File: config.mk
export PLATFORM = sky130hd
export DESIGN_NAME = uart_rx_os
export DESIGN_NICKNAME = d
export VERILOG_FILES = /design/src/rtl/uart_pkg.sv /design/src/rtl/uart_rx_sync.sv /design/src/rtl/uart_rx_os.sv
export SDC_FILE = /design/constraint.sdc
export NUM_CORES = 1
export LEC_CHECK = 0
export ABC_AREA = 1
export CAP_MARGIN = 0
export CORE_UTILIZATION = 28
export DETAILED_ROUTE_END_ITERATION = 16
export PLACE_DENSITY_LB_ADDON = 0.12
export SYNTH_ARGS = -nofsm -noshare
export SYNTH_HDL_FRONTEND = slang
export SYNTH_SLANG_ARGS = --single-unit
export TNS_END_PERCENT = 30
File: constraint.sdc
create_clock -name CLK -period 1.7 [get_ports CLK]
set_input_delay 0.255 -clock CLK [delete_from_list [all_inputs] [get_ports CLK]]
set_output_delay 0.255 -clock CLK [all_outputs]
set_load 0.05 [all_outputs]
File: src/rtl/uart_pkg.sv
// Shared UART definitions: receiver FSM encoding, parity-mode constants and
// the per-frame error flag bundle.
package uart_pkg;

  localparam int unsigned PAR_NONE = 0;
  localparam int unsigned PAR_EVEN = 1;
  localparam int unsigned PAR_ODD  = 2;

  typedef enum logic [2:0] {
    ST_IDLE   = 3'd0,
    ST_START  = 3'd1,
    ST_DATA   = 3'd2,
    ST_PARITY = 3'd3,
    ST_STOP   = 3'd4
  } uart_state_e;

  typedef struct packed {
    logic parity_err;
    logic frame_err;
  } rx_flags_t;

endpackage

File: src/rtl/uart_rx_sync.sv
// Two-flop synchronizer for the serial line plus a tick-qualified
// falling-edge detect.
// Ports: CLK, RST (sync, active-high), sample_tick, ser_in (async line),
//        ser_sync (synchronized line), fall_c (high when the line was high at
//        the previous sample_tick and is low now).
module uart_rx_sync (
  input  logic CLK,
  input  logic RST,
  input  logic sample_tick,
  input  logic ser_in,
  output logic ser_sync,
  output logic fall_c
);

  logic       meta;
  logic [1:0] fill;
  logic       prev;
  logic       prev_vld;

  // The 1s loaded at reset are not line data; fill tracks when the flops
  // hold real samples so a line that is already low never looks like an edge.
  always_ff @(posedge CLK) begin
    if (RST) begin
      meta     <= 1'b1;
      ser_sync <= 1'b1;
      fill     <= 2'b00;
      prev     <= 1'b1;
      prev_vld <= 1'b0;
    end else begin
      meta     <= ser_in;
      ser_sync <= meta;
      fill     <= {fill[0], 1'b1};
      if (sample_tick && fill[1]) begin
        prev     <= ser_sync;
        prev_vld <= 1'b1;
      end
    end
  end

  assign fall_c = prev_vld & prev & ~ser_sync;

endmodule

File: src/rtl/uart_rx_os.sv
// Oversampling UART receiver with a one-word output holding register.
// Ports: CLK, RST (sync, active-high), sample_tick (baud*OVERSAMPLE strobe),
//        ser_in (async line, idle high), rx_data/rx_valid/rx_ready (held word
//        handshake), parity_err/frame_err (flags of held word), overrun
//        (one-CLK pulse when a completed frame is dropped), busy (not IDLE).
module uart_rx_os
  import uart_pkg::*;
#(
  parameter int unsigned DATA_BITS   = 8,
  parameter int unsigned OVERSAMPLE  = 16,
  parameter int unsigned PARITY_MODE = 0,
  parameter int unsigned STOP_BITS   = 1
) (
  input  logic                 CLK,
  input  logic                 RST,
  input  logic                 sample_tick,
  input  logic                 ser_in,
  output logic [DATA_BITS-1:0] rx_data,
  output logic                 rx_valid,
  input  logic                 rx_ready,
  output logic                 parity_err,
  output logic                 frame_err,
  output logic                 overrun,
  output logic                 busy
);

  localparam int unsigned TW = $clog2(OVERSAMPLE);
  localparam int unsigned BW = $clog2(DATA_BITS + 1);

  localparam logic [TW-1:0] TICK_LAST = TW'(OVERSAMPLE - 1);
  localparam logic [TW-1:0] TICK_HALF = TW'(OVERSAMPLE / 2 - 1);
  localparam logic [BW-1:0] DATA_LAST = BW'(DATA_BITS - 1);
  localparam logic [BW-1:0] STOP_LAST = BW'(STOP_BITS - 1);
  localparam bit            HAS_PAR   = (PARITY_MODE != PAR_NONE);
  localparam bit            ODD_PAR   = (PARITY_MODE == PAR_ODD);

  logic                 ser_sync;
  logic                 fall_c;
  uart_state_e          state;
  logic [TW-1:0]        tick_cnt;
  logic [BW-1:0]        bit_cnt;
  logic [DATA_BITS-1:0] shreg;
  rx_flags_t            flags_acc;
  rx_flags_t            flags_cap;
  logic                 commit_q;
  logic                 mid_bit;

  uart_rx_sync u_sync (
    .CLK         (CLK),
    .RST         (RST),
    .sample_tick (sample_tick),
    .ser_in      (ser_in),
    .ser_sync    (ser_sync),
    .fall_c      (fall_c)
  );

  assign mid_bit = (tick_cnt == TICK_LAST);

  // Frame FSM; everything advances only on sample_tick.
  always_ff @(posedge CLK) begin
    if (RST) begin
      state     <= ST_IDLE;
      tick_cnt  <= '0;
      bit_cnt   <= '0;
      shreg     <= '0;
      flags_acc <= '0;
      flags_cap <= '0;
      commit_q  <= 1'b0;
      busy      <= 1'b0;
    end else begin
      commit_q <= 1'b0;
      if (sample_tick) begin
        case (state)
          ST_IDLE: begin
            if (fall_c) begin
              state    <= ST_START;
              tick_cnt <= '0;
              busy     <= 1'b1;
            end
          end
          ST_START: begin
            if (tick_cnt == TICK_HALF) begin
              tick_cnt <= '0;
              if (ser_sync) begin
                state <= ST_IDLE;
                busy  <= 1'b0;
              end else begin
                state     <= ST_DATA;
                bit_cnt   <= '0;
                flags_acc <= '0;
              end
            end else begin
              tick_cnt <= tick_cnt + TW'(1);
            end
          end
          ST_DATA: begin
            if (mid_bit) begin
              tick_cnt <= '0;
              shreg    <= {ser_sync, shreg[DATA_BITS-1:1]};
              if (bit_cnt == DATA_LAST) begin
                bit_cnt <= '0;
                state   <= HAS_PAR ? ST_PARITY : ST_STOP;
              end else begin
                bit_cnt <= bit_cnt + BW'(1);
              end
            end else begin
              tick_cnt <= tick_cnt + TW'(1);
            end
          end
          ST_PARITY: begin
            if (mid_bit) begin
              tick_cnt             <= '0;
              flags_acc.parity_err <= (((^shreg) ^ ser_sync) != ODD_PAR);
              state                <= ST_STOP;
            end else begin
              tick_cnt <= tick_cnt + TW'(1);
            end
          end
          ST_STOP: begin
            if (mid_bit) begin
              tick_cnt <= '0;
              if (bit_cnt == STOP_LAST) begin
                bit_cnt              <= '0;
                flags_cap.parity_err <= flags_acc.parity_err;
                flags_cap.frame_err  <= flags_acc.frame_err | ~ser_sync;
                commit_q             <= 1'b1;
                state                <= ST_IDLE;
                busy                 <= 1'b0;
              end else begin
                bit_cnt             <= bit_cnt + BW'(1);
                flags_acc.frame_err <= flags_acc.frame_err | ~ser_sync;
              end
            end else begin
              tick_cnt <= tick_cnt + TW'(1);
            end
          end
          default: begin
            state <= ST_IDLE;
            busy  <= 1'b0;
          end
        endcase
      end
    end
  end

  // Output holding register; shreg is stable until the next frame's data
  // phase, which is at least half a bit after commit.
  always_ff @(posedge CLK) begin
    if (RST) begin
      rx_data    <= '0;
      rx_valid   <= 1'b0;
      parity_err <= 1'b0;
      frame_err  <= 1'b0;
      overrun    <= 1'b0;
    end else begin
      overrun <= 1'b0;
      if (commit_q) begin
        if (!rx_valid || rx_ready) begin
          rx_data    <= shreg;
          parity_err <= flags_cap.parity_err;
          frame_err  <= flags_cap.frame_err;
          rx_valid   <= 1'b1;
        end else begin
          overrun <= 1'b1;
        end
      end else if (rx_valid && rx_ready) begin
        rx_valid <= 1'b0;
      end
    end
  end

endmodule

Word level (Yosys, flattened, before mapping) --
Cells that the tools add are included.
Storage, ports and cells: memory bits (writable) 0, input port bits 5, flip-flop bits (word level) 43, memories kept 0, latch bits 0, ROM bits 0
Operators by class: equal/unequal tests 18, mux-type cells 39, bitwise operators 10, $add $sub $neg 2, magnitude comparators 0, reduce and logical (&&, ||, !) cells 26, $mul 0, div/mod/pow operators 0, shift operators 0
Operators with widths (count):
- $mux 4 | 9
- $pmux 4 s3 | 2
- $mux 3 | 7
- $ne 2x2->1 const B | 9
- $pmux 3 s5 | 1
- $mux 1 | 14
- $reduce_and 6->1 | 2
- $add 4x1->4 const B | 2
- $eq 4x3->1 const B | 2
- $reduce_and 8->1 | 1
- $reduce_xor 8->1 | 1
- $reduce_and 7->1 | 1
- $eq 3x2->1 const B | 2
- $mux 2 | 3
- $not 1->1 | 6
- $reduce_and 3->1 | 2
- $reduce_bool 2->1 | 3
- $reduce_bool 3->1 | 2
- $reduce_and 5->1 | 1
- $eq 4x4->1 const B | 1
- $logic_not 4->1 | 1
- $ne 2x1->1 const B | 2
- $pmux 1 s2 | 2
- $pmux 1 s4 | 1
- other kinds (14) | 18

Depth between registers and ports, before layout --
Gate-level depths: netlist of run 1.
depth after elaboration 5, mapped depth 11, depth with buffers taken out 11

Hierarchy --
From an unflattened synthesis of run 1, not the netlist that was laid out.
Unflattened totals: cells, all modules 280, area, all modules 1985.7 um2
Modules (own cells, without submodules):
- uart_rx_os | seq. area each 740.7 um2, times used 1, area each 1808.0 um2, cells each 261
- uart_rx_sync | seq. area each 120.1 um2, times used 1, area each 177.7 um2, cells each 19

Least setup slack after synthesis of run 1 --
Ideal clock, no wire load.
path type reg2reg, start register tick_cnt[0], end register shreg[5], required time 1630 ps, data arrival time 1318 ps, period minus slack after synthesis 1387 ps, path buffers 1, path slack 313 ps, cell stages (with the launch flop) 11, path through dfxtp_1 ha_1 nand2_1 inv_1 nand2_2 nor2_1 inv_2 nor2_4 buf_6 o21ai_0 a21oi_1
Between the ends: word-level cells in the longest chain between the ends 2
Ends and longest elaborated chain:
- from (decl) | RTL line uart_rx_os.sv:40 | logic [TW-1:0] tick_cnt;
- from (signal assigned) | RTL line uart_rx_os.sv:93 | tick_cnt <= tick_cnt + TW'(1);
- from (signal assigned) | RTL line uart_rx_os.sv:107 | tick_cnt <= tick_cnt + TW'(1);
- from (signal assigned) | RTL line uart_rx_os.sv:116 | tick_cnt <= tick_cnt + TW'(1);
- $eq 4x4->1 | RTL line uart_rx_os.sv:57 | assign mid_bit = (tick_cnt == TICK_LAST);
- $reduce_and 3->1 (no line)
- to (signal assigned) | RTL line uart_rx_os.sv:99 | shreg <= {ser_sync, shreg[DATA_BITS-1:1]};
- to (decl) | RTL line uart_rx_os.sv:42 | logic [DATA_BITS-1:0] shreg;
Every way passes these cells. A chain may end at the register's enable or synchronous reset.

Worst setup path after layout of run 1 --
start register tick_cnt[0], end register bit_cnt[0]
Between the ends: word-level cells in the longest chain between the ends 3, elaborated cells between the ends (all ways) 6
Ends and longest elaborated chain:
- $eq 4x4->1 or $eq 4x3->1 (tied branches) | RTL line uart_rx_os.sv:57, uart_rx_os.sv:82
- $ne 2x2->1 (no line)
- $reduce_and 6->1 (no line) (*)
- to (signal assigned) | RTL line uart_rx_os.sv:104 | bit_cnt <= bit_cnt + BW'(1);
- to (signal assigned) | RTL line uart_rx_os.sv:130 | bit_cnt <= bit_cnt + BW'(1);
- to (decl) | RTL line uart_rx_os.sv:41 | logic [BW-1:0] bit_cnt;
Mark *: on every way between the ends. The rest lies on a longest branch, timed or not.

==> flow_summary.ini, run 1 <==
[yosys]
synth_warnings = 0
yosysSeqAreaShare_pct = 42.0
synth_area_um2 = 2050
synth_cell_types = 33
syn-mean-instance-area_um2 = 7.26
synth-seq-cells = 43
synthFlopType = dfxtp_1
synth_fp_nets = 290
async_flop_share_pct = 0
syn_inst = 282
synth_edf_count = 0

[worst_setup_path]
crit_path_start_kind = flip-flop
crit_type = flip-flop to flip-flop
rr_endpoint = bit_cnt[0]
required_ns = 1.89
rr_worst_depth = 11
reg2reg_slack_ns = 0.18
endpoint = bit_cnt[0]
cp-end-kind = flip-flop
cp_max_fo = 6
r2r_start = tick_cnt[0]
cp-startpoint = tick_cnt[0]
critPathArrivalTime_ns = 1.71

[sta]
fmax_mhz = 659
fin_setup_tns_ns = 0
finalWorstSetupSlack_ns = 0.183
finalCritPeriodShare_pct = 89.2
hold_viol_final = 0
tightestPinTransition_ns = 0.268
maxSlewViolCount = 0
period_needed_ns = 1.52
skew_ns = 0.0107
setup_viol = 0
maxSlewHeadroom_pct = 82.1

[status]
outcome = finished clean

[cts]
cts_tree = built
cts_made_buffers = 5
cts.htree.levels = 2
clkLatencyLatePin_ns = 0.30
cts_sinks = 43
root_buffer = clkbuf_8
clkTransAtPathRegs_ns = 0.09
clk_path_buf_depth = 2
postCtsHoldBufs = 0

[floorplan]
die_w_um = 87.5
io-pin-count = 18
core-area_um2 = 6940
dieHeight_um = 87.5
rows = 30
start_util_pct = 29.5
dieArea_um2 = 7660

[route]
vias = 1747
wl_per_cell_um = 10.7
drtAntennaViolNets = 0
drt_pass1_iterations = 4
drcViolationCount = 0
drtIter0Drc = 51
routed_via_density = 4.31
wl_um = 4330

[global_route]
gr-total-overflow = 0
grt_busiest_layer = met2
antenna_found_initial = 0
globalRouteMet2Util_pct = 18.9
grt_max_degree = 25
grt_usage_pct = 12.2
grt_pass1_vias = 1603
grt_util_met1_pct = 17.0
use_met3_pct = 2.92
grt_pass1_wl_um = 7330

[placement]
dp_slack_ns = 0.0652
portBuffers = 17
hpwlAfterDp_um = 3150
place_congestion = 0.799

[power]
power_density_nw_per_um2 = 714
p_leak_nw = 1.07
ir_worst_vdd_v = 0.000414

[finish]
area_growth_pct = 19.8
layout-drive-gt1-share_pct = 20.7
final_nets = 316
diodes = 0

[min_path]
min_path_type = flip-flop to flip-flop

[job]
drv_cap = 0
==> stage by stage <==
step                hold WS, ns  total power, mW  utilization (%)  area, µm²  cells
floorplan                 0.359             1.09                -       2050    282
CTS                       0.410             1.78             34.9       2430    404
global route              0.433             1.82             35.3       2450    405
global placement          0.394             1.12             33.7       2340    396
detailed placement        0.395             1.12             33.7       2340    396
finish                    0.407             1.75             35.3       2450    405
==> where the power goes <==
| part | internal (mW) | switching [mW] |
|---|---|---|
| Clock | 0.288 | 0.366 |
| Combinational | 0.0328 | 0.0450 |
| Sequential | 1.01 | 0.00469 |
| Total | 1.33 | 0.416 |
==> worst min path at each step <==
stage	end	from	slack, ns	depth (start not counted)
detailed placement	u_sync.ser_sync	u_sync.meta	0.40	1
floorplan	u_sync.meta	ser_in	0.36	1
CTS	u_sync.fill[1]	u_sync.fill[0]	0.41	2
global placement	u_sync.fill[1]	u_sync.fill[0]	0.39	2
global route	u_sync.fill[1]	u_sync.fill[0]	0.43	2
finish	u_sync.fill[1]	u_sync.fill[0]	0.41	2
==> critical path: stages (launching register included) <==
cell and delay [ns]:
dfxtp_2 0.34, ha_1 0.20, nand2_1 0.08, inv_1 0.06
nand2_2 0.12, inv_1 0.09, nor2_1 0.19, nor2_4 0.07
nand2_4 0.09, inv_2 0.05, nand2_1 0.05, a21oi_1 0.05
==> timing repair <==
action                     CTS  global route
setup endpoints to repair    0            12
buffers inserted             0             1
resized for setup            0             4
==> cell families after synthesis <==
family          after synthesis  synth area share [%]
flops                        43                  42.0
fa+ha+maj                     3                  1.83
compound gates               59                  15.6
simple gates                126                  29.6
buf+inv                      46                  8.80
xor+xnor                      5                  2.14
==> final cells by class <==
| cell class | count | area (µm²) |
|---|---|---|
| inverter | 40 | 150 |
| sequential | 43 | 863 |
| fill | 751 | 4490 |
| clock buffer | 6 | 72.6 |
| tap | 96 | 120 |
| clock inverter | 2 | 12.5 |
| multi-input combinational | 193 | 1010 |
| timing repair buffer | 25 | 223 |
==> flip-flops by register name (all words and copies together) (netlist names), 2 cells and up <==
name         cells
rx_data          8
u_sync.fill      2
flags_acc        2
shreg            8
flags_cap        2
tick_cnt         4
state            3
bit_cnt          4
==> synthesized netlist by cell type, types with 3 or more instances <==
cell type | number | area share (%)
clkbuf_1 | 4 | 0.73
o21ai_0 | 24 | 5.9
nand2_2 | 7 | 2.1
inv_1 | 32 | 5.9
ha_1 | 3 | 1.8
xnor2_1 | 3 | 1.3
nand2_4 | 3 | 1.6
inv_2 | 8 | 1.5
dfxtp_1 | 43 | 42
a21oi_1 | 26 | 6.4
nand3_1 | 14 | 3.4
nor2_1 | 38 | 7.0
nor2_4 | 3 | 1.6
nand2_1 | 48 | 8.8
==> metal layers <==
metal	up-vias	part of all wire, %
li1	949	-
met1	771	53
met2	23	44
met3	4	2.7
met4	0	0.95
met5	-	0
==> placed cells by master (no fill, tap or decap), drive strengths merged, types with 3 or more instances in the layout <==
| cell | count |
|---|---|
| a21oi | 28 |
| buf | 21 |
| clkbuf | 6 |
| clkdlybuf4s50 | 4 |
| dfxtp | 43 |
| ha | 3 |
| inv | 40 |
| nand2 | 58 |
| nand3 | 16 |
| nor2 | 42 |
| nor3 | 4 |
| o21ai | 27 |
| xnor2 | 3 |
(Power assumes the default switching activity.)
==> run 2, diff against run 1 <==
--- a/config.mk
+++ b/config.mk
@@ -9,6 +9,8 @@
 export CAP_MARGIN = 0
 export CORE_UTILIZATION = 28
 export DETAILED_ROUTE_END_ITERATION = 16
+export GPL_ROUTABILITY_DRIVEN = 0
+export HOLD_SLACK_MARGIN = 0.02
 export PLACE_DENSITY_LB_ADDON = 0.12
 export SYNTH_ARGS = -nofsm -noshare
 export SYNTH_HDL_FRONTEND = slang
==> results of run 2 <==
No change in the layout: final DEF, timing and power equal those of run 1.
==> run 3, diff against run 2 <==
--- a/config.mk
+++ b/config.mk
@@ -6,12 +6,13 @@
 export NUM_CORES = 1
 export LEC_CHECK = 0
 export ABC_AREA = 1
-export CAP_MARGIN = 0
 export CORE_UTILIZATION = 28
+export CTS_CLUSTER_SIZE = 16
 export DETAILED_ROUTE_END_ITERATION = 16
 export GPL_ROUTABILITY_DRIVEN = 0
 export HOLD_SLACK_MARGIN = 0.02
 export PLACE_DENSITY_LB_ADDON = 0.12
+export SLEW_MARGIN = 15
 export SYNTH_ARGS = -nofsm -noshare
 export SYNTH_HDL_FRONTEND = slang
 export SYNTH_SLANG_ARGS = --single-unit
==> results of run 3 <==
No change in the layout: final DEF, timing and power equal those of run 1.
==> variant (flow settings as in run 2) <==
Put one more register stage on the output `parity_err`, with the module's reset. The value now appears one clock later. The other outputs are not delayed to match.
--- a/src/rtl/uart_rx_os.sv
+++ b/src/rtl/uart_rx_os.sv
@@ -34,4 +34,6 @@
   localparam bit            HAS_PAR   = (PARITY_MODE != PAR_NONE);
   localparam bit            ODD_PAR   = (PARITY_MODE == PAR_ODD);
+
+  logic parity_err_s0;
 
   logic                 ser_sync;
@@ -150,5 +152,5 @@
       rx_data    <= '0;
       rx_valid   <= 1'b0;
-      parity_err <= 1'b0;
+      parity_err_s0 <= 1'b0;
       frame_err  <= 1'b0;
       overrun    <= 1'b0;
@@ -158,5 +160,5 @@
         if (!rx_valid || rx_ready) begin
           rx_data    <= shreg;
-          parity_err <= flags_cap.parity_err;
+          parity_err_s0 <= flags_cap.parity_err;
           frame_err  <= flags_cap.frame_err;
           rx_valid   <= 1'b1;
@@ -170,4 +172,12 @@
   end
 
+  always_ff @(posedge CLK) begin
+    if (RST) begin
+      parity_err <= '0;
+    end else begin
+      parity_err <= parity_err_s0;
+    end
+  end
+
 endmodule
 
Function: no difference found for any inputs over 10 cycles, from zero or initial values and one cycle with RST high; that may be too few to reach the edited logic, so the function may still have changed.
==> variant against run 2 <==
Largest cell class unchanged. Critical path depth fell by 1. Routed wire length fell by 0.76%. Setup slack got worse by 12 ps. Final area fell by 1.2%. Synthesized area fell by 0.43%. Sequential cell count rose by 1. Critical path type unchanged. Worst hold slack improved by 2.0 ps.
Power is not compared: it rests on default switching activity, and its combinational part moved more than twofold at a synthesized area within 25%.
==> variant: results (changes against run 2) <==
status=complete, no violations; largest net degree at the start of global routing=33 (+32%); worst-margin pin slew=303 ps (+35.3 ps); Fillers=785 (+4.5%); worst clock skew=5.49 ps (-5.26 ps); Crit-path slowest cell=dfxtp_1; Detailed Routing Iterations Pass 1=4 (unchanged); Synth Net Count=291 (+0.34%); post-synthesis cell type count=27 (-18%); fin nets=315 (-0.32%); vias per cell=4.23 (-2.0%); sequential area share after synthesis=43.2% (+1.2 points); Synth Flop Type=dfxtp_1; Tot GR Track Use=12.7% (+0.48 points); synth top area cells=dfxtp_1, nor2_1, nand2_1, o21ai_0, inv_1; CP peak stage delay=360 ps (+20 ps); post-DP HPWL=3080 µm (-2.1%); vias in the first global route=1,685 (+5.1%); wire per inst=10.6 µm (-0.52%); yosys warns=0 (unchanged); worst-path fanout max=4 (-2); first-pass GRT wire length=7520 µm (+2.5%); CTS Buffer Depth=2 (unchanged); Post-synth top cells=nor2_1, dfxtp_1, nand2_1; layout cells sized above 1=19.8% (-0.91 points); Setup Slack @ Placement=94.2 ps (+29.0 ps); placed instance area=2330 µm² (-0.53%)
## variant: worst min-delay path, delay by kind of cell (launching register included)
family                 cells  cell delay [ps]
DFF                        1              300
buffers and inverters      1               40
and+or+nand+nor            1               30
## variant: routing by layer
metal / share of wire, % / wire [µm] / global-route usage, % / vias to the layer above
li1: - / - / - / 935
met1: 51 / 2170 / 14.8 / 757
met2: 47 / 2000 / 22.2 / 14
met3: 1.9 / 82 / 3.70 / 2
met4: 0.72 / 31 / 4.32 / 0
met5: 0 / 0 / 0 / -
## variant: layout make-up
type / instances / area, µm² / area share [%]
multi-input combinational: 192 / 980 / 40.4
inverter: 42 / 160 / 6.61
clock buffer: 7 / 86.3 / 3.56
timing repair buffer: 22 / 188 / 7.74
tap: 96 / 120 / 4.96
sequential: 44 / 882 / 36.4
clock inverter: 1 / 7.51 / 0.310
## variant: power breakdown
part	switching, µW	internal [µW]	leakage, µW
clock network	362	331	0.0000445
logic	321	168	0.000733
registers	44.4	1080	0.000357
total	727	1580	0.00113
## variant: kinds of logic (layout without fill, tap and decap cells)
family                     after synthesis  count (layout)  synth area share, %
AOI/OAI and AO/OA                       56              56                 14.3
xor gates and xnor gates                 7               7                 3.01
adders and majority gates                3               3                 1.84
buffers and inverters                   47              72                 8.77
DFF                                     44              44                 43.2
and+or+nand+nor                        126             126                 28.9
## variant: worst paths after layout
path                                  from                   endpoint  slack (ps)  cells past startpoint
hold reg to reg     u_sync.fill[0]$_DFF_P_  u_sync.fill[1]$_SDFF_PP0_         410                      2
setup reg to reg  tick_cnt[1]$_SDFFE_PP0P_      state[1]$_SDFFE_PP0P_         170                     10
hold / removal      u_sync.fill[0]$_DFF_P_  u_sync.fill[1]$_SDFF_PP0_         410                      2
setup / recovery  tick_cnt[1]$_SDFFE_PP0P_      state[1]$_SDFFE_PP0P_         170                     10
## variant: timing repair
item,CTS,global route
setup buffers,0,0
endpoints found under the setup margin,0,3
resized for setup,0,1
## variant: per-stage QoR
stage / hold slack (ps) / std cells / total power (µW)
after floorplan: 359 / 283 / 1530
after global placement: 396 / 396 / 1650
after detailed placement: 398 / 396 / 1640
after CTS: 414 / 404 / 2350
after global routing: 449 / 404 / 2470
final: 409 / 404 / 2300
